--- src/rtl/mux4to1_rr_collector_if.sv ---
// Four-lane producer bundle plus the single merged output stream.
// Modport slave faces the collector; master faces the producers and the consumer.
interface mux4to1_rr_collector_if #(
  parameter int WIDTH = 8
);
  logic [3:0]         in_valid;
  logic [4*WIDTH-1:0] in_data;
  logic [3:0]         in_ready;
  logic               out_valid;
  logic [WIDTH-1:0]   out_data;
  logic [1:0]         out_sel;
  logic               out_ready;

  modport master (
    output in_valid,
    output in_data,
    output out_ready,
    input  in_ready,
    input  out_valid,
    input  out_data,
    input  out_sel
  );

  modport slave (
    input  in_valid,
    input  in_data,
    input  out_ready,
    output in_ready,
    output out_valid,
    output out_data,
    output out_sel
  );
endinterface

--- src/rtl/mux4to1_rr_collector.sv ---
// Round-robin 4-to-1 collector with a single registered output stage.
// Each output word carries the index of the lane it came from.
module mux4to1_rr_collector #(
  parameter int WIDTH = 8
) (
  input  logic                  clk,
  input  logic                  rst,
  mux4to1_rr_collector_if.slave bus
);

  typedef enum logic {
    EMPTY = 1'b0,
    FULL  = 1'b1
  } state_e;

  state_e           state_q;
  logic [WIDTH-1:0] data_q;
  logic [1:0]       sel_q;
  logic [1:0]       last_q;

  logic             can_load;
  logic             any_v;
  logic [1:0]       grant_d;
  logic [1:0]       idx;
  logic [WIDTH-1:0] data_d;

  assign can_load = (state_q == EMPTY) | bus.out_ready;

  // Search starts one past the last winner, so the last winner ranks lowest.
  always_comb begin
    grant_d = last_q;
    any_v   = 1'b0;
    idx     = '0;
    for (int k = 1; k <= 4; k++) begin
      idx = last_q + k[1:0];
      if (!any_v && bus.in_valid[idx]) begin
        grant_d = idx;
        any_v   = 1'b1;
      end
    end
  end

  assign data_d = bus.in_data[grant_d*WIDTH +: WIDTH];

  always_comb begin
    bus.in_ready = 4'b0000;
    if (any_v && can_load) begin
      bus.in_ready[grant_d] = 1'b1;
    end
  end

  always_ff @(posedge clk) begin
    if (rst) begin
      state_q <= EMPTY;
      data_q  <= '0;
      sel_q   <= 2'b00;
      last_q  <= 2'd3;
    end else if (can_load) begin
      if (any_v) begin
        state_q <= FULL;
        data_q  <= data_d;
        sel_q   <= grant_d;
        last_q  <= grant_d;
      end else begin
        state_q <= EMPTY;
      end
    end
  end

  assign bus.out_valid = (state_q == FULL);
  assign bus.out_data  = data_q;
  assign bus.out_sel   = sel_q;

endmodule

--- src/flat_wrapper.sv ---
// flat-port wrapper written by rule: the top's interface ports become plain ports
module mux4to1_rr_collector_flat 
#(
  parameter int WIDTH = 8
)
  (clk, rst, bus_in_valid, bus_in_data, bus_out_ready, bus_in_ready, bus_out_valid, bus_out_data, bus_out_sel);
  mux4to1_rr_collector_if #(.WIDTH(WIDTH)) bus_i ();
  input  logic clk;
  input  logic rst;
  input wire logic [$bits(bus_i.in_valid)-1:0] bus_in_valid;
  input wire logic [$bits(bus_i.in_data)-1:0] bus_in_data;
  input wire logic [$bits(bus_i.out_ready)-1:0] bus_out_ready;
  output wire logic [$bits(bus_i.in_ready)-1:0] bus_in_ready;
  output wire logic [$bits(bus_i.out_valid)-1:0] bus_out_valid;
  output wire logic [$bits(bus_i.out_data)-1:0] bus_out_data;
  output wire logic [$bits(bus_i.out_sel)-1:0] bus_out_sel;
  assign bus_i.in_valid = bus_in_valid;
  assign bus_i.in_data = bus_in_data;
  assign bus_i.out_ready = bus_out_ready;
  assign bus_in_ready = bus_i.in_ready;
  assign bus_out_valid = bus_i.out_valid;
  assign bus_out_data = bus_i.out_data;
  assign bus_out_sel = bus_i.out_sel;
  mux4to1_rr_collector #(.WIDTH(WIDTH)) u_core (.clk(clk), .rst(rst), .bus(bus_i));
endmodule
--- config.mk ---
export PLATFORM = sky130hd
export DESIGN_NAME = mux4to1_rr_collector_flat
export DESIGN_NICKNAME = d
export VERILOG_FILES = /design/src/rtl/mux4to1_rr_collector_if.sv /design/src/rtl/mux4to1_rr_collector.sv /design/src/flat_wrapper.sv
export SDC_FILE = /design/constraint.sdc
export NUM_CORES = 1
export LEC_CHECK = 0
export ABC_AREA = 1
export CELL_PAD_IN_SITES_DETAIL_PLACEMENT = 1
export CELL_PAD_IN_SITES_GLOBAL_PLACEMENT = 1
export CORE_MARGIN = 2
export CORE_UTILIZATION = 37
export DETAILED_ROUTE_END_ITERATION = 10
export DONT_BUFFER_PORTS = 1
export PLACE_DENSITY_LB_ADDON = 0.05
export REMOVE_ABC_BUFFERS = 1
export SETUP_SLACK_MARGIN = 0.3
export SKIP_CTS_REPAIR_TIMING = 1
export SYNTH_ARGS = -nofsm -noshare
export SYNTH_HDL_FRONTEND = slang
export SYNTH_SLANG_ARGS = --single-unit
--- constraint.sdc ---
create_clock -name clk -period 1.46 [get_ports clk]
set_input_delay 0.219 -clock clk [delete_from_list [all_inputs] [get_ports clk]]
set_output_delay 0.219 -clock clk [all_outputs]
set_load 0.005 [all_outputs]
* Word level (Yosys, flattened, before mapping)
Cells that the tools add are included.
Word-level totals: flip-flop bits (word level) 13
Operators by class: shift-type cells 1, order comparisons 6, muxes and demuxes 20, bitwise gates (word level) 2, reductions and logical operators 9, add/subtract/negate cells 3
Operators with widths (count):
- $shiftx A32 B6 Y8 | 1
- $lt A2 B3 Y1 const B | 5
- $mux W1 | 10
- $bmux W1 S2 | 4
- $mux W2 | 4
- $logic_and A1 B1 Y1 | 5
- $add A2 B2 Y2 const B | 2
- $mux W4 | 1
- $logic_not A1 Y1 | 3
- $add A2 B1 Y2 const B | 1
- $demux W1 S2 | 1
- $ge A2 B1 Y1 const B | 1
- $reduce_and A2 Y1 | 1
- $not A1 Y1 | 1
- $or A1 B1 Y1 | 1

* Depth between registers and ports, before layout
Gate-level depths: netlist of run 1.
depth in word-level cells 18, depth in mapped cells 14

* Worst setup path after synthesis of run 1
No wires, ideal clock.
path type flip-flop to output port, start point reg u_core.last_q[0], end point out bus_in_ready[1], cell stages (with the launch flop) 12, slack -0.141 ns, arrival 1.382 ns, buffers on the path 1, data required time 1.241 ns, path through dfxtp_1 > buf_6 > nand2_1 > nand2_2 > nand2_2 > nand2_4 > nand2_4 > nand2_2 > nand2_4 > nand2_2 > nand2_1 > nor2_1
On the way: longest elaborated chain between the ends 18, elaborated cells on any way between the ends 32, classes of those cells add/sub: 3; order compare: 2; mux: 19; reduce/logical: 8
RTL lines:
- from (decl) | RTL line mux4to1_rr_collector.sv:19 | logic [1:0] last_q;
- from (signal assigned) | RTL line mux4to1_rr_collector.sv:63 | last_q <= grant_d;
- $add A2 B1 Y2 | RTL line mux4to1_rr_collector.sv:35 | idx = last_q + k[1:0];
- $bmux W1 S2 | RTL line mux4to1_rr_collector.sv:36 | if (!any_v && bus.in_valid[idx]) begin
- $mux W1 (not written as such) | RTL line mux4to1_rr_collector.sv:36
- $mux W1 | RTL line mux4to1_rr_collector.sv:36
- $logic_not A1 Y1 | RTL line mux4to1_rr_collector.sv:36
- $logic_and A1 B1 Y1 | RTL line mux4to1_rr_collector.sv:36
- $mux W1 | RTL line mux4to1_rr_collector.sv:36
- $logic_not A1 Y1 | RTL line mux4to1_rr_collector.sv:36
- (+2 left out)
- $logic_not A1 Y1 | RTL line mux4to1_rr_collector.sv:36
- $logic_and A1 B1 Y1 | RTL line mux4to1_rr_collector.sv:36
- $mux W2 | RTL line mux4to1_rr_collector.sv:36
- $lt A2 B3 Y1 (not written as such) or $ge A2 B1 Y1 (tied branches) | RTL line mux4to1_rr_collector.sv:48 | bus.in_ready[grant_d] = 1'b1;
- $logic_and A1 B1 Y1 (not written as such) | RTL line mux4to1_rr_collector.sv:48
- $mux W1 (not written as such) | RTL line mux4to1_rr_collector.sv:48
- $demux W1 S2
- $mux W4 * | RTL line mux4to1_rr_collector.sv:47 | if (any_v && can_load) begin
- to (decl) | RTL line flat_wrapper.sv:13 | output wire logic [$bits(bus_i.in_ready)-1:0] bus_in_ready;
Every way passes the cells marked *; elsewhere a longest branch is shown, timed or not. The select of a mux whose other input is x is not followed.

* Worst setup path after layout of run 1
start point reg u_core.last_q[0], end point out bus_in_ready[2]
The elaborated chain is that of the path after synthesis.

==> impl_metrics.env, run 1 <==
export IMPL_outcome="finished with violations"
export IMPL_violations="setup timing"
export IMPL_clockPowerShare_pct=3.9
export IMPL_max_stage_delay_ps=380
export IMPL_cp_arrival_ps=1780
export IMPL_power_total_mw=6.15
export IMPL_worst_r2r_cell_count=15
export IMPL_finalNonFillerCells=244
export IMPL_coreArea_um2=2980
export IMPL_path_depth=12
export IMPL_wirelength_mm=4.60
export IMPL_cp_start_kind="register"
export IMPL_cts_sinks=13
export IMPL_finalNetCount=251
export IMPL_grt_max_degree=14
export IMPL_track_usage_pct=22.3
export IMPL_timing_final_ws_setup_ps=-536
export IMPL_path_common_cell="nand2_4"
export IMPL_yosys_area_top_type="dfxtp_1"
export IMPL_ys_warn_count=0
export IMPL_fmax_mhz=501
export IMPL_endpoint="bus_in_ready[2]"
export IMPL_dpl_cell_count=230
export IMPL_drive_gt1_share_pct=52.6
export IMPL_final_cell_area_um2=1730
export IMPL_slowest_stage="dfxtp_4"
export IMPL_leakage_nw=0.804
export IMPL_grt_pass1_vias=1343
export IMPL_crit_required_ps=1240
export IMPL_post_place_ws_ps=-396
export IMPL_finalHoldViolCount=0
export IMPL_cts_made_buffers=3
export IMPL_r2r_slack_ps=-510
export IMPL_cts_tree="built"
export IMPL_synth_area_um2=1130
export IMPL_grt_pass1_wl_mm=6.00
export IMPL_yosys_area_top_type_share_pct=22.9
export IMPL_tightest_slew_ps=587
export IMPL_routed_via_density=5.72
export IMPL_r2r_end="u_core.bus.out_data[1]$_SDFFE_PP0P_"
export IMPL_die_x_um=59.4
export IMPL_vias=1396
export IMPL_drt_antenna_violating_nets=0
export IMPL_crit_fanout=8
export IMPL_dpl_hpwl_mm=3.16
export IMPL_hp_class="input pin to register"
export IMPL_rsz0062_at_grt="yes"
export IMPL_io_buffers=0
export IMPL_wl_per_cell_um=18.8
export IMPL_ys_seq_area_share_pct=22.9
export IMPL_clock_latency_ps=290
export IMPL_reg2reg_from="u_core.last_q[0]$_SDFFE_PP1P_"
export IMPL_fp_dieH_um=59.4
export IMPL_ctsLongestPathBuffers=2
export IMPL_crit_type="register to output port"
export IMPL_fin_crit_ps=2000
export IMPL_final_max_slew_viol_count=0
export IMPL_p_int_mw=2.90
export IMPL_cp_end_kind="output port"
export IMPL_diodes=0
export IMPL_syn_inst=175
export IMPL_fin_skew_ps=7.46
export IMPL_place_congestion=0.795
export IMPL_final_setup_viol_count=17
export IMPL_cp_cell_sequence="buf_8 -> nand2_2 -> nand2_4 -> nand2_4 -> nand2_4 -> inv_6 -> nand2_2 -> nand2_4 -> nand2_8 -> nor2_4 -> inv_2 -> nor2_4"
export IMPL_drcViolationCount=0
export IMPL_min_period_over_period_pct=137
export IMPL_utilization_pct=57.9
export IMPL_cts_root_buf="clkbuf_4"
export IMPL_p_sw_share_pct=52.9
export IMPL_areaGrowthSynthToFinish_pct=52.0
export IMPL_maxCapViolCount=0
export IMPL_min_from="rst"
export IMPL_power_density_nw_per_um2=3560
export IMPL_path_buf_inv=3
export IMPL_avgSynthCellArea_um2=6.48
export IMPL_drt_pass1_iter_count=4
export IMPL_ys_top_cells_by_area="dfxtp_1, nand3_1, nand2_1"
export IMPL_p_comb_share_pct=85.7
export IMPL_pwr_share_seq_pct=10.4
export IMPL_synth_cell_types=21
export IMPL_rows=20
export IMPL_grt_overflow=0
export IMPL_p_sw_mw=3.25
export IMPL_htreeDepth=1
export IMPL_initial_core_util_pct=38.1
export IMPL_cts_clk_slew_worst_paths_ps=80
export IMPL_antenna_found_initial=0
export IMPL_place_area_um2=1360
export IMPL_peakVddDrop_mv=1.42
export IMPL_relSlewSlack_pct=60.7
export IMPL_die_area_um2=3530
export IMPL_crit_start="u_core.last_q[0]$_SDFFE_PP1P_"
export IMPL_ios=54
export IMPL_crit_family="simple AND/OR/NAND/NOR gates"
export IMPL_first_iter_violations=68
export IMPL_synth_seq_cells=13
-- cells in the mapped netlist --
| cell type | number |
|---|---|
| buf_2 | 2 |
| inv_4 | 1 |
| nor2_1 | 5 |
| nand3_2 | 8 |
| o21ai_1 | 1 |
| nor2_2 | 1 |
| dfxtp_1 | 13 |
| nand3_4 | 1 |
| inv_1 | 5 |
| nand3_1 | 48 |
| nand2_1 | 46 |
| inv_2 | 4 |
| a21oi_1 | 13 |
| buf_6 | 3 |
| nand4_1 | 2 |
| nand2_2 | 10 |
| o211ai_1 | 2 |
| nand2_4 | 7 |
| clkbuf_1 | 1 |
| o21ai_0 | 1 |
| buf_4 | 1 |
-- state kept, by name, summed over array words and instances (netlist names) --
register	flops
u_core.last_q	2
u_core.bus.out_valid	1
u_core.bus.out_sel	2
u_core.bus.out_data	8
-- power by group through the flow --
stage,clock network [mW],registers [mW],logic [mW]
final,0.241,0.637,5.27
after CTS,0.236,0.612,3.74
after detailed placement,0,0.619,3.73
after floorplan,0,0.615,2.21
after global routing,0.259,0.654,5.67
after global placement,0,0.610,3.59
-- worst register-to-register path: stages (launching register included) --
cell and delay (ps):
dfxtp_4 380, buf_8 140, nand2_2 80, nand2_4 80
nand2_4 90, nand2_4 90, o21ai_4 150, nand2_1 80
nand2_1 80, nand2_2 70, buf_6 140, buf_4 140
buf_4 130, nand3_2 60, nand3_2 70, a21oi_2 140
-- per-layer routing --
layer  routed length (um)  track usage [%]  vias to the layer above
li1                     -                -                      669
met3                  217             5.46                       12
met4                  104             6.82                        0
met5                    0                0                        -
met1                 1710             23.5                      674
met2                 2560             42.5                       41
-- cell usage in the layout (no fill, tap or decap) --
master and instances:
clkbuf_1 1, dfxtp_1 11, dfxtp_2 1, o21ai_0 1, nand2_2 11, buf_12 2
buf_6 4, inv_2 4, nor2_4 6, nand4_1 2, o21ai_4 1, nand2_1 37
nand3_2 19, dfxtp_4 1, buf_4 31, nand2_4 14, a21oi_2 8, nand3_4 2
inv_6 2, clkbuf_4 3, dlygate4sd3_1 1, inv_1 4, nand2_8 1, buf_8 1
nand3_1 36, a21oi_1 5, o211ai_1 2
-- metrics by stage --
step	setup TNS [ps]	hold slack, ps
floorplan	-7110	288
global placement	-3420	290
detailed placement	-5640	292
CTS	-7120	-11.7
global route	-8760	105
finish	-6840	70.4
-- layout make-up --
type | count | area [um2]
fillers | 367 | 1250
multi-input cells | 145 | 1000
clock buffers | 4 | 26.3
flip-flops and latches | 13 | 265
inverters | 10 | 47.5
repair buffers | 39 | 343
well taps | 33 | 41.3
-- logic make-up after synthesis --
kind of cell	count (synthesis)	synth area share, %
AO/OA/AOI/OAI	17	7.94
buffers and inverters	17	8.38
AND/OR/NAND/NOR	128	60.8
flip-flops	13	22.9
-- how the worst min path moves through the flow --
| stage | cells after the start | slack [ps] | to |
|---|---|---|---|
| floorplan | 1 | 290 | u_core.bus.out_data[0]$_SDFFE_PP0P_ |
| global placement | 1 | 290 | u_core.bus.out_data[1]$_SDFFE_PP0P_ |
| detailed placement | 1 | 290 | u_core.bus.out_data[4]$_SDFFE_PP0P_ |
| CTS | 1 | -10 | u_core.bus.out_data[4]$_SDFFE_PP0P_ |
| global route | 2 | 100 | u_core.last_q[1]$_SDFFE_PP1P_ |
| finish | 2 | 70 | u_core.last_q[1]$_SDFFE_PP1P_ |
Note: power is estimated with default switching activity, not from simulation.
==> run 2, diff against run 1 <==
- CORE_ASPECT_RATIO: unset -> 1.2
- CORE_UTILIZATION: 37 -> 24
- DONT_BUFFER_PORTS: 1 -> unset
==> impl_metrics.env, run 2 (same netlist as run 1, synthesis figures left out) <==
export IMPL_outcome="finished with violations"
export IMPL_violations="setup timing"
export IMPL_cp_start_kind="register"
export IMPL_antenna_found_initial=0
export IMPL_fp_dieH_um=79.3
export IMPL_finalHoldViolCount=0
export IMPL_reg2reg_from="u_core.last_q[0]$_SDFFE_PP1P_"
export IMPL_ctsLongestPathBuffers=2
export IMPL_dpl_hpwl_mm=3.55
export IMPL_drt_pass1_iter_count=2
export IMPL_wl_per_cell_um=15.4
export IMPL_grt_pass1_wl_mm=7.20
export IMPL_power_density_nw_per_um2=2610
export IMPL_cts_root_buf="clkbuf_8"
export IMPL_grt_overflow=0
export IMPL_routed_via_density=4.79
export IMPL_hp_class="register to register"
export IMPL_r2r_slack_ps=-460
export IMPL_track_usage_pct=17.6
export IMPL_cts_sinks=13
export IMPL_place_area_um2=1830
export IMPL_cts_tree="built"
export IMPL_place_congestion=0.826
export IMPL_die_area_um2=5300
export IMPL_final_common_cell="nand3_1"
export IMPL_ios=54
export IMPL_whs_path_depth=2
export IMPL_io_buffers=53
export IMPL_crit_required_ps=1240
export IMPL_tightest_slew_ps=232
export IMPL_post_place_ws_ps=-947
export IMPL_relSlewSlack_pct=84.5
export IMPL_layout_common_cells="nand3_1, nand2_1, clkdlybuf4s50_1"
export IMPL_worst_r2r_cell_count=15
export IMPL_wirelength_mm=4.72
export IMPL_r2r_end="u_core.bus.out_data[5]$_SDFFE_PP0P_"
export IMPL_first_iter_violations=42
export IMPL_vias=1471
export IMPL_hold_ws_ps=464
export IMPL_areaGrowthSynthToFinish_pct=84.7
export IMPL_crit_fanout=7
export IMPL_final_setup_viol_count=17
export IMPL_initial_core_util_pct=24.9
export IMPL_cts_made_buffers=3
export IMPL_rsz0062_at_grt="yes"
export IMPL_timing_final_ws_setup_ps=-561
export IMPL_diodes=0
export IMPL_layout_filler_cells=578
export IMPL_fin_skew_ps=0.682
export IMPL_drt_antenna_violating_nets=0
export IMPL_fin_crit_ps=2020
export IMPL_holdPathEnd="u_core.bus.out_data[1]$_SDFFE_PP0P_"
export IMPL_htreeDepth=1
export IMPL_finalNonFillerCells=307
export IMPL_clock_latency_ps=240
export IMPL_finalNetCount=289
export IMPL_final_cell_area_um2=2100
export IMPL_crit_type="register to output port"
export IMPL_grt_pass1_vias=1555
export IMPL_min_period_over_period_pct=138
export IMPL_cp_arrival_ps=1800
export IMPL_leakage_nw=1.11
export IMPL_die_x_um=66.8
export IMPL_final_max_slew_viol_count=0
export IMPL_grt_max_degree=17
export IMPL_cts_clk_slew_worst_paths_ps=50
export IMPL_dpl_cell_count=298
export IMPL_maxCapViolCount=0
export IMPL_cp_end_kind="output port"
export IMPL_min_from="u_core.bus.out_data[1]$_SDFFE_PP0P_"
export IMPL_rows=27
export IMPL_coreArea_um2=4560
export IMPL_largest_reg_flops=8
export IMPL_fmax_mhz=495
export IMPL_drcViolationCount=0
export IMPL_drive_gt1_share_pct=36.9
export IMPL_peakVddDrop_mv=0.635
[run 2: report_power, final]
| group | internal [mW] | total, mW | switching, mW |
|---|---|---|---|
| Combinational | 1.94 | 4.51 | 2.58 |
| Sequential | 0.515 | 0.631 | 0.116 |
| Clock | 0.193 | 0.316 | 0.123 |
[run 2: final cells by class]
| type | count | area, um2 | area share, % |
|---|---|---|---|
| well taps | 58 | 72.6 | 3.46 |
| multi-input cells | 145 | 913 | 43.6 |
| clock buffers | 4 | 45.0 | 2.15 |
| flip-flops and latches | 13 | 268 | 12.8 |
| repair buffers | 77 | 752 | 35.9 |
| inverters | 10 | 45.0 | 2.15 |
[run 2: metal layers]
layer	up-vias	global-route usage, %	routed length (um)
li1	739	-	-
met1	698	19.5	1750
met2	32	34.5	2780
met3	2	3.40	154
met4	0	2.24	31
met5	-	0	0
[run 2: worst max-delay path by stage]
| stage | start | to | slack, ps | depth (start not counted) |
|---|---|---|---|---|
| after floorplan | u_core.last_q[0]$_SDFFE_PP1P_ | bus_in_ready[1] | -490 | 11 |
| after global placement | bus_in_valid[0] | bus_in_ready[1] | -910 | 12 |
| after detailed placement | bus_in_valid[1] | bus_in_ready[1] | -950 | 12 |
| after CTS | u_core.last_q[0]$_SDFFE_PP1P_ | bus_in_ready[1] | -1140 | 11 |
| after global routing | u_core.last_q[0]$_SDFFE_PP1P_ | bus_in_ready[0] | -650 | 12 |
| final | u_core.last_q[0]$_SDFFE_PP1P_ | bus_in_ready[0] | -560 | 12 |
[run 2: critical path, stage by stage (launching register included)]
cell,delay [ps]
dfxtp_4,410
buf_6,150
nand2_4,50
nand2_4,90
nand2_4,70
nand2_4,120
nor2_4,50
nand4_1,100
nand2_2,100
nor2_2,130
inv_2,50
nor2_2,110
clkbuf_2,120
[run 2: per-stage QoR]
step	util, %	power (mW)	setup TNS, ps
floorplan	-	2.83	-7110
global placement	40.0	4.45	-10210
detailed placement	40.0	4.54	-11230
CTS	41.0	4.90	-11660
global route	46.0	5.96	-8670
finish	46.0	5.46	-6870
==> run 3, diff against run 2 <==
- CELL_PAD_IN_SITES_DETAIL_PLACEMENT: 1 -> unset
- CELL_PAD_IN_SITES_GLOBAL_PLACEMENT: 1 -> unset
- CORE_UTILIZATION: 24 -> 37
==> impl_metrics.env, run 3 (same netlist as run 1, synthesis figures left out) <==
export IMPL_utilization_pct=67.3
export IMPL_finalNetCount=290
export IMPL_grt_overflow=0
export IMPL_min_period_over_period_pct=138
export IMPL_final_setup_viol_count=17
export IMPL_final_max_slew_viol_count=0
export IMPL_drive_gt1_share_pct=37.6
export IMPL_final_cell_area_um2=2020
export IMPL_vias=1445
export IMPL_rsz0062_at_grt="yes"
export IMPL_cp_arrival_ps=1790
export IMPL_place_area_um2=1800
export IMPL_cp_end_kind="output port"
export IMPL_post_place_ws_ps=-940
export IMPL_grt_max_degree=17
export IMPL_cts_sinks=13
export IMPL_hp_class="register to register"
export IMPL_fin_skew_ps=4.52
export IMPL_drt_antenna_violating_nets=0
export IMPL_wirelength_mm=3.68
export IMPL_leakage_nw=1.06
export IMPL_finalHoldViolCount=0
export IMPL_fmax_mhz=497
export IMPL_peakVddDrop_mv=1.34
export IMPL_final_common_cell="nand3_1"
export IMPL_largest_reg_flops=8
export IMPL_fp_dieH_um=64.7
export IMPL_grt_pass1_vias=1422
export IMPL_dpl_hpwl_mm=2.91
export IMPL_maxCapViolCount=0
export IMPL_diodes=0
export IMPL_dr_max_layer_used="met4"
export IMPL_slowest_stage="dfxtp_4"
export IMPL_routed_via_density=5.05
export IMPL_antenna_found_initial=0
export IMPL_io_buffers=53
export IMPL_crit_fanout=8
export IMPL_cp_cell_sequence="buf_6 -> nand2_4 -> nand2_4 -> nand2_4 -> nand2_8 -> nor2_4 -> nand4_1 -> nand2_2 -> inv_2 -> nand2_2 -> nor2_2 -> clkbuf_2"
export IMPL_power_density_nw_per_um2=2460
export IMPL_drcViolationCount=0
export IMPL_areaGrowthSynthToFinish_pct=78.1
export IMPL_tightest_slew_ps=334
export IMPL_htreeDepth=1
export IMPL_violations="setup timing"
export IMPL_drt_pass1_iter_count=4
export IMPL_cts_tree="built"
export IMPL_layout_filler_cells=287
export IMPL_layout_common_cells="nand3_1, clkdlybuf4s50_1, nand2_1"
export IMPL_path_common_cell="nand2_4"
export IMPL_met1Wirelength_mm=1.38
export IMPL_first_iter_violations=24
export IMPL_power_total_mw=4.98
export IMPL_cts_root_buf="clkbuf_4"
export IMPL_clock_latency_ps=280
export IMPL_cts_clk_slew_worst_paths_ps=80
export IMPL_crit_required_ps=1240
export IMPL_die_area_um2=3530
export IMPL_relSlewSlack_pct=77.7
export IMPL_rows=22
export IMPL_dpl_cell_count=276
export IMPL_cts_made_buffers=3
export IMPL_ctsLongestPathBuffers=2
export IMPL_final_seq_area_um2=278
export IMPL_die_x_um=54.6
export IMPL_wl_met3_um=156
export IMPL_multi_input_area_um2=880
export IMPL_max_stage_delay_ps=400
export IMPL_track_usage_pct=21.6
export IMPL_grt_pass1_wl_mm=5.71
export IMPL_place_congestion=0.766
export IMPL_initial_core_util_pct=37.8
export IMPL_crit_type="register to output port"
export IMPL_ios=54
export IMPL_fin_crit_ps=2010
export IMPL_finalNonFillerCells=286
export IMPL_timing_final_ws_setup_ps=-551
export IMPL_wl_met2_mm=2.13
export IMPL_cp_start_kind="register"
export IMPL_outcome="finished with violations"
export IMPL_coreArea_um2=3000
export IMPL_wl_per_cell_um=12.9
run 3: changes by cell type in the layout (fill, tap and decap cells not counted), moves of 4 or more:
cell	change
dlymetal6s2s_1	-4
dfxtp_2	+8
nand2_2	+5
nand3_1	+8
nand3_2	-9
dfxtp_1	-8
run 3: critical path: cells and delay by family, from the launching register on:
family,cells,cell delay (ps)
DFF,1,400
buffers and inverters,3,300
and+or+nand+nor,9,810
run 3: worst paths after layout:
path / startpoint / end / slack, ps / cells past startpoint
worst max register to register: u_core.last_q[0]$_SDFFE_PP1P_ / u_core.bus.out_data[5]$_SDFFE_PP0P_ / -330 / 13
worst min register to register: u_core.bus.out_sel[0]$_SDFFE_PP0P_ / u_core.bus.out_sel[0]$_SDFFE_PP0P_ / 460 / 2
worst max-delay path: u_core.last_q[0]$_SDFFE_PP1P_ / bus_in_ready[1] / -550 / 12
worst min-delay path: u_core.bus.out_sel[0]$_SDFFE_PP0P_ / u_core.bus.out_sel[0]$_SDFFE_PP0P_ / 460 / 2
run 3: stage by stage:
stage	hold WS (ps)	TNS [ps]
3_3_place_gp	453	-9910
3_5_place_dp	456	-10760
6_report	457	-5710
2_1_floorplan	288	-7110
5_1_grt	470	-7360
4_1_cts	468	-10990
run 3: per-layer routing:
metal | track usage (%) | up-vias
met3 | 3.92 | 2
met4 | 3.75 | 0
li1 | - | 746
met2 | 43.7 | 43
met1 | 21.5 | 654
met5 | 0 | -
run 3: cell type report:
cell class	count	share of cell area [%]
Clock buffer	3	1.11
Clock inverter	1	0.248
Inverter	10	2.48
Multi-Input combinational cell	145	43.5
Sequential cell	13	13.7
Tap cell	36	2.23
Timing Repair Buffer	78	36.7
run 3: power breakdown:
group          switching, mW  total, mW  internal, mW
clock network          0.119      0.220         0.102
logic                   2.31       4.11          1.80
registers              0.121      0.651         0.530
